==> src/rtl/scie_req_arbiter_if.sv <==
// ---------------------------------------------------------------------------
// scie_req_arbiter_if
//   Requester-side bundle of the SCIE request arbiter.
//   master : requester group (drives valid/lock/insn/operands, sees ready/rsp)
//   slave  : arbiter side
//   req_valid/req_ready/req_lock : NUM_REQ bits, one per requester
//   req_insn/req_rs1/req_rs2     : flattened, requester i at [i*XLEN +: XLEN]
//   rsp_valid                    : one-hot (or zero) result strobe
//   rsp_data                     : result word, zero when no strobe
// ---------------------------------------------------------------------------
interface scie_req_arbiter_if #(
   parameter int NUM_REQ = 2,
   parameter int XLEN    = 32
);
   logic [NUM_REQ-1:0]      req_valid;
   logic [NUM_REQ-1:0]      req_ready;
   logic [NUM_REQ-1:0]      req_lock;
   logic [NUM_REQ*XLEN-1:0] req_insn;
   logic [NUM_REQ*XLEN-1:0] req_rs1;
   logic [NUM_REQ*XLEN-1:0] req_rs2;
   logic [NUM_REQ-1:0]      rsp_valid;
   logic [XLEN-1:0]         rsp_data;

   modport master (
      output req_valid, req_lock, req_insn, req_rs1, req_rs2,
      input  req_ready, rsp_valid, rsp_data
   );

   modport slave (
      input  req_valid, req_lock, req_insn, req_rs1, req_rs2,
      output req_ready, rsp_valid, rsp_data
   );
endinterface

==> src/rtl/scie_req_arbiter.sv <==
// ---------------------------------------------------------------------------
// scie_req_arbiter
//   Shares one pipelined custom-instruction unit between NUM_REQ requesters.
//   Round-robin grant per issue, optional lock that keeps the grant across a
//   multi-beat sequence, lock watchdog, and routing of read results back to
//   the issuing requester LATENCY cycles after issue.
// Ports
//   clock, reset    : rising-edge clock, asynchronous active-low reset
//   req             : requester bundle (slave modport)
//   scie_valid      : issue strobe to the unit
//   scie_insn/rs1/rs2 : granted requester's fields, zero when idle
//   scie_rd         : result from the unit
//   lock_timeout    : one-cycle pulse when the watchdog releases a lock
//   dbg_state       : current FSM state (0 = ARB, 1 = LOCKED)
// Handshake: a beat transfers (issues) in a cycle where req_valid[i] and
//   req_ready[i] are both 1. req_ready is combinational from req_valid and
//   never depends on a transfer having happened; at most one bit is set.
//   rsp_valid has no backpressure and is seen for exactly one cycle.
// ---------------------------------------------------------------------------
module scie_req_arbiter #(
   parameter int         NUM_REQ      = 2,
   parameter int         XLEN         = 32,
   parameter int         LATENCY      = 2,
   parameter logic [6:0] RD_OPCODE    = 7'h5B,
   parameter int         LOCK_TIMEOUT = 16
) (
   input  logic                clock,
   input  logic                reset,
   scie_req_arbiter_if.slave   req,
   output logic                scie_valid,
   output logic [XLEN-1:0]     scie_insn,
   output logic [XLEN-1:0]     scie_rs1,
   output logic [XLEN-1:0]     scie_rs2,
   input  logic [XLEN-1:0]     scie_rd,
   output logic                lock_timeout,
   output logic                dbg_state
);

   generate
      if (NUM_REQ < 2 || NUM_REQ > 8) begin : g_bad_num_req
         $error("scie_req_arbiter: NUM_REQ must be in 2..8");
      end
      if (LATENCY < 1) begin : g_bad_latency
         $error("scie_req_arbiter: LATENCY must be >= 1");
      end
      if (LOCK_TIMEOUT < 1) begin : g_bad_timeout
         $error("scie_req_arbiter: LOCK_TIMEOUT must be >= 1");
      end
   endgenerate

   localparam int ID_W = $clog2(NUM_REQ);
   localparam int WD_W = $clog2(LOCK_TIMEOUT + 1);

   localparam logic [0:0] ST_ARB    = 1'b0;
   localparam logic [0:0] ST_LOCKED = 1'b1;

   logic [0:0]         state;
   logic [ID_W-1:0]    rr_ptr;
   logic [ID_W-1:0]    owner;
   logic [WD_W-1:0]    watchdog;
   logic [LATENCY-1:0] tag_v;
   logic [ID_W-1:0]    tag_id [LATENCY];

   logic [NUM_REQ-1:0] grant;
   logic [ID_W-1:0]    grant_id;
   logic               found;
   logic               issue;
   logic               issue_lock;
   logic               issue_rd;
   logic [ID_W-1:0]    ptr_after;
   int                 cand;

   assign dbg_state = state;

   // Grant search. Masked while reset is asserted so every output shows
   // its reset value even if requesters already hold valid high.
   always_comb begin
      grant    = '0;
      grant_id = '0;
      found    = 1'b0;
      cand     = 0;
      if (reset) begin
         if (state == ST_LOCKED) begin
            grant_id = owner;
            if (req.req_valid[owner]) begin
               grant[owner] = 1'b1;
            end
         end else begin
            for (int k = 0; k < NUM_REQ; k++) begin
               cand = (int'(rr_ptr) + k) % NUM_REQ;
               if (!found && req.req_valid[cand]) begin
                  found        = 1'b1;
                  grant_id     = ID_W'(cand);
                  grant[cand]  = 1'b1;
               end
            end
         end
      end
   end

   assign issue         = |grant;
   assign req.req_ready = grant;

   assign scie_valid = issue;
   assign scie_insn  = issue ? req.req_insn[int'(grant_id)*XLEN +: XLEN] : '0;
   assign scie_rs1   = issue ? req.req_rs1[int'(grant_id)*XLEN +: XLEN]  : '0;
   assign scie_rs2   = issue ? req.req_rs2[int'(grant_id)*XLEN +: XLEN]  : '0;

   assign issue_lock = issue & req.req_lock[grant_id];
   assign issue_rd   = issue & (scie_insn[6:0] == RD_OPCODE);
   // In LOCKED grant_id is the owner, so this also serves lock release.
   assign ptr_after  = ID_W'((int'(grant_id) + 1) % NUM_REQ);

   always_ff @(posedge clock or negedge reset) begin
      if (!reset) begin
         state        <= ST_ARB;
         rr_ptr       <= '0;
         owner        <= '0;
         watchdog     <= '0;
         lock_timeout <= 1'b0;
      end else begin
         lock_timeout <= 1'b0;
         case (state)
            ST_ARB: begin
               if (issue) begin
                  if (issue_lock) begin
                     state    <= ST_LOCKED;
                     owner    <= grant_id;
                     watchdog <= '0;
                  end else begin
                     rr_ptr <= ptr_after;
                  end
               end
            end
            ST_LOCKED: begin
               if (issue) begin
                  if (issue_lock) begin
                     watchdog <= '0;
                  end else begin
                     state  <= ST_ARB;
                     rr_ptr <= ptr_after;
                  end
               end else if (watchdog == WD_W'(LOCK_TIMEOUT - 1)) begin
                  // Owner went quiet too long: force release, pulse next cycle.
                  state        <= ST_ARB;
                  rr_ptr       <= ptr_after;
                  watchdog     <= '0;
                  lock_timeout <= 1'b1;
               end else begin
                  watchdog <= watchdog + 1'b1;
               end
            end
            default: state <= ST_ARB;
         endcase
      end
   end

   // Tag pipeline: remembers which requester issued each read so the
   // unit's result can be steered back LATENCY cycles later.
   always_ff @(posedge clock or negedge reset) begin
      if (!reset) begin
         tag_v <= '0;
         for (int k = 0; k < LATENCY; k++) begin
            tag_id[k] <= '0;
         end
      end else begin
         tag_v[0]  <= issue_rd;
         tag_id[0] <= grant_id;
         for (int k = 1; k < LATENCY; k++) begin
            tag_v[k]  <= tag_v[k-1];
            tag_id[k] <= tag_id[k-1];
         end
      end
   end

   always_comb begin
      req.rsp_valid = '0;
      req.rsp_data  = '0;
      if (tag_v[LATENCY-1]) begin
         req.rsp_valid[tag_id[LATENCY-1]] = 1'b1;
         req.rsp_data                     = scie_rd;
      end
   end

endmodule

==> src/flat_wrapper.sv <==
// flat-port wrapper written by rule: the top's interface ports become plain ports
module scie_req_arbiter_flat 
#(
   parameter int         NUM_REQ      = 2,
   parameter int         XLEN         = 32,
   parameter int         LATENCY      = 2,
   parameter logic [6:0] RD_OPCODE    = 7'h5B,
   parameter int         LOCK_TIMEOUT = 16
)
  (clock, reset, scie_valid, scie_insn, scie_rs1, scie_rs2, scie_rd, lock_timeout, dbg_state, req_req_valid, req_req_lock, req_req_insn, req_req_rs1, req_req_rs2, req_req_ready, req_rsp_valid, req_rsp_data);
  scie_req_arbiter_if #(.NUM_REQ(NUM_REQ), .XLEN(XLEN)) req_i ();
  input  logic clock;
  input  logic reset;
  output logic scie_valid;
  output logic [XLEN-1:0] scie_insn;
  output logic [XLEN-1:0] scie_rs1;
  output logic [XLEN-1:0] scie_rs2;
  input  logic [XLEN-1:0] scie_rd;
  output logic lock_timeout;
  output logic dbg_state;
  input wire logic [$bits(req_i.req_valid)-1:0] req_req_valid;
  input wire logic [$bits(req_i.req_lock)-1:0] req_req_lock;
  input wire logic [$bits(req_i.req_insn)-1:0] req_req_insn;
  input wire logic [$bits(req_i.req_rs1)-1:0] req_req_rs1;
  input wire logic [$bits(req_i.req_rs2)-1:0] req_req_rs2;
  output wire logic [$bits(req_i.req_ready)-1:0] req_req_ready;
  output wire logic [$bits(req_i.rsp_valid)-1:0] req_rsp_valid;
  output wire logic [$bits(req_i.rsp_data)-1:0] req_rsp_data;
  assign req_i.req_valid = req_req_valid;
  assign req_i.req_lock = req_req_lock;
  assign req_i.req_insn = req_req_insn;
  assign req_i.req_rs1 = req_req_rs1;
  assign req_i.req_rs2 = req_req_rs2;
  assign req_req_ready = req_i.req_ready;
  assign req_rsp_valid = req_i.rsp_valid;
  assign req_rsp_data = req_i.rsp_data;
  scie_req_arbiter #(.NUM_REQ(NUM_REQ), .XLEN(XLEN), .LATENCY(LATENCY), .RD_OPCODE(RD_OPCODE), .LOCK_TIMEOUT(LOCK_TIMEOUT)) u_core (.clock(clock), .reset(reset), .req(req_i), .scie_valid(scie_valid), .scie_insn(scie_insn), .scie_rs1(scie_rs1), .scie_rs2(scie_rs2), .scie_rd(scie_rd), .lock_timeout(lock_timeout), .dbg_state(dbg_state));
endmodule
==> config.mk <==
export PLATFORM = sky130hd
export DESIGN_NAME = scie_req_arbiter_flat
export DESIGN_NICKNAME = d
export VERILOG_FILES = /design/src/rtl/scie_req_arbiter_if.sv /design/src/rtl/scie_req_arbiter.sv /design/src/flat_wrapper.sv
export SDC_FILE = /design/constraint.sdc
export NUM_CORES = 1
export LEC_CHECK = 0
export CORE_AREA = 10 10 132 134
export CTS_CLUSTER_DIAMETER = 100
export CTS_CLUSTER_SIZE = 25
export DETAILED_ROUTE_END_ITERATION = 10
export DIE_AREA = 0 0 142 144
export DONT_BUFFER_PORTS = 1
export GPL_ROUTABILITY_DRIVEN = 0
export GPL_TIMING_DRIVEN = 0
export SYNTH_ARGS = -nofsm -noshare
export SYNTH_HDL_FRONTEND = slang
export SYNTH_SLANG_ARGS = --single-unit
==> constraint.sdc <==
create_clock -name clock -period 2.6 [get_ports clock]
set_clock_uncertainty 0.1 [all_clocks]
set_input_delay 0.52 -clock clock [delete_from_list [all_inputs] [get_ports clock]]
set_output_delay 0.52 -clock clock [all_outputs]
set_load 0.05 [all_outputs]
==> flow_metrics.py <==
metrics = {
    "outcome": {
        "status": "finished, violations left",
        "violations": "negative setup slack",
    },
    "routing": {
        "ant_nets": 0,
        "drt_iter0_drc": 182,
        "wl_um": 16700,
        "drc": 0,
        "drt-vias-per-instance": 5.06,
        "wl_per_cell_um": 26.0,
        "firstDrtPassIters": 4,
        "vias": 3258,
    },
    "grt": {
        "track_usage_pct": 13.9,
        "grt_antenna_before_repair": 0,
        "grt_max_degree": 14,
        "grt_pass1_vias": 3385,
        "grt_pass1_wl_um": 22300,
        "grt_overflow": 0,
    },
    "yosys": {
        "syn_area_per_cell_sq_um": 5.45,
        "synth_ff_type": "dfrtp_1",
        "ys_seq_area_share_pct": 14.0,
        "synthDominantCellAreaShare_pct": 31.6,
        "synthArstFlopShare_pct": 100,
        "syn_nets": 658,
        "ys_types": 32,
        "synth_area_leaders": "nand2_1 32%, a21oi_1 21%, dfrtp_1 14%, and2_1 9.4%, buf_2 5.6%",
        "synth_top_cell_by_area": "nand2_1",
        "synth_warnings": 0,
        "synth_commonest_cells": "196 x nand2_1, 98 x a21oi_1, 35 x and2_1, 26 x buf_2, 13 x dfrtp_1",
        "ys_ff_latch": 13,
        "synth_edf_count": 0,
        "synth_cells": 427,
        "synthesis.area_sq_um": 2330,
        "yosysMostFrequentCell": "nand2_1",
    },
    "floorplanning": {
        "core_area_sq_um": 14900,
        "ios": 365,
        "die_h_um": 144,
        "die-width_um": 142,
        "row_count": 45,
        "start_util_pct": 15.7,
        "die-area_sq_um": 20400,
    },
    "placed_design": {
        "dp_cells": 615,
        "port-buffer-count": 0,
        "dp_hpwl_um": 13200,
    },
    "clock_network": {
        "clock-root-buffer": "clkbuf_16",
        "clk_pin_slew_ns": 0.04,
        "cts_sinks": 13,
        "clkLatencyLatePin_ns": 0.24,
        "cts_buffers": 3,
        "htree_levels": 1,
        "clk_path_buf_depth": 2,
        "cts_tree": "yes",
    },
    "setup_path": {
        "arrival_ns": 2.18,
        "path_cells": "buf_6 > nor2b_4 > a22o_4 > nand2_8 > buf_12 > clkbuf_16 > nand2_2 > a21oi_4",
        "cpMaxStageDelayCell": "dfrtp_2",
        "start_kind": "register",
        "crit_family": "compound AO/OA/AOI/OAI gates",
        "critPathCaptureType": "output port",
        "worst-path-buf-inv": 3,
        "r2r-start": "u_core.dbg_state",
        "critPathKind": "register to output port",
        "rrSetupSlack_ns": 0.47,
        "r2r_cells": 8,
        "cpPeakStageDelay_ns": 0.53,
        "r2r-end": "u_core.watchdog[0]",
        "path_max_fanout": 6,
        "critPathRequiredTime_ns": 1.98,
    },
    "final_layout": {
        "area_delta_synth_final_pct": 102,
        "layoutNonFillerInstCount": 644,
        "antenna_cells": 0,
        "final_util_pct": 31.7,
        "drive_above_1_share_pct": 54.2,
        "final_nets": 688,
    },
    "sta": {
        "grt_setup_unrepaired": "yes",
        "fin_crit_ns": 2.80,
        "slew_violations": 0,
        "maxSlewHeadroom_pct": 36.9,
        "timing.fmax_ghz": 0.357,
        "fin_ws_ns": -0.201,
        "finalCritPeriodShare_pct": 108,
        "hold_viol": 0,
        "tightestPinTransition_ns": 0.945,
        "setup_violations": 97,
        "fin_tns_setup_ns": -14.55,
        "timing.hold.ws_ns": 0.245,
    },
    "power": {
        "max-vdd-ir-drop_v": 0.000321,
        "p_leak_nw": 1.66,
        "p_per_area_nw_per_um2": 979,
    },
    "hold_path": {
        "min_to": "u_core.tag_id[0]",
        "holdCritStartpoint": "u_core.tag_id[1]",
        "whs_path_depth": 0,
        "hold_class": "register to register",
    },
    "run": {
        "drv_cap": 0,
    },
}
[cell usage in the layout, fill, tap and decap left out, types with 4 or more instances in the layout]
cell | synthesis | final
a21oi_4 | 0 | 97
and2_1 | 35 | 35
buf_12 | 0 | 11
buf_4 | 3 | 21
buf_6 | 3 | 10
clkbuf_1 | 3 | 4
clkbuf_16 | 0 | 9
dfrtp_1 | 13 | 12
inv_1 | 6 | 6
nand2_1 | 196 | 112
nand2_2 | 0 | 57
nand2_4 | 0 | 25
nand2_8 | 1 | 4
nand2b_1 | 4 | 4
nand3_1 | 8 | 8
[kinds of logic (layout without fill, tap and decap cells)]
kind of cell	Yosys count	count (layout)	share of synthesized area [%]
compound gates	113	113	26.4
fa+ha+maj	1	1	0.538
buf+inv	42	70	9.73
flops	13	13	14.0
mux	3	3	1.29
simple gates	255	256	48.1
[registers in the layout, indices dropped and copies added (netlist names)]
name / cells
u_core.tag_id: 2
u_core.lock_timeout: 1
u_core.tag_v: 2
u_core.owner: 1
u_core.rr_ptr: 1
u_core.watchdog: 5
u_core.dbg_state: 1
[power by group]
group          switching (W)  total (W)  leakage [nW]  internal [W]
registers          0.0000870   0.000353         0.165      0.000266
clock network      0.0000829   0.000289        0.0382      0.000207
logic                0.00267    0.00397          1.45       0.00130
[worst max path at each step]
stage / from / to / slack (ns) / cells after the start
detailed placement: u_core.dbg_state / scie_rs2[9] / -0.41 / 8
global placement: u_core.dbg_state / scie_insn[22] / -0.40 / 9
global route: u_core.dbg_state / scie_rs2[24] / -0.25 / 8
finish: u_core.dbg_state / scie_rs2[12] / -0.20 / 8
floorplan: u_core.dbg_state / scie_insn[22] / -0.09 / 8
CTS: u_core.dbg_state / scie_insn[21] / -0.22 / 9
[repair_timing]
item | 4_1_cts | 5_1_grt
endpoints found under the hold margin | 13 | 0
pin swaps | 65 | 84
gates resized for setup | 118 | 75
cloned | 6 | 6
buffers inserted | 11 | 2
endpoints found under the setup margin | 98 | 98
hold buffers | 1 | 0
[metrics by stage]
stage | area [sq um] | total power, W | setup slack, ns
after CTS | 4320 | 0.00429 | -0.224
final | 4710 | 0.00461 | -0.201
after floorplan | 3340 | 0.00293 | -0.0926
after global routing | 4710 | 0.00483 | -0.248
after detailed placement | 3580 | 0.00334 | -0.406
after global placement | 3580 | 0.00332 | -0.399
[routing by layer]
| layer | share of wire [%] | track usage [%] |
|---|---|---|
| met1 | 38 | 15.8 |
| met2 | 52 | 24.7 |
| met3 | 9.7 | 5.05 |
| met4 | 0.85 | 1.88 |
| met5 | 0 | 0 |
[final cells by class]
cell class	instances	area (sq um)
Timing Repair Buffer	23	370
Tap cell	188	235
Sequential cell	13	327
Multi-Input combinational cell	373	3250
Buffer	35	397
Timing Repair inverter	1	8.76
Inverter	7	38.8
Clock buffer	4	78.8
Fill cell	1566	10200
No activity file was read; power rests on OpenSTA's default activity.
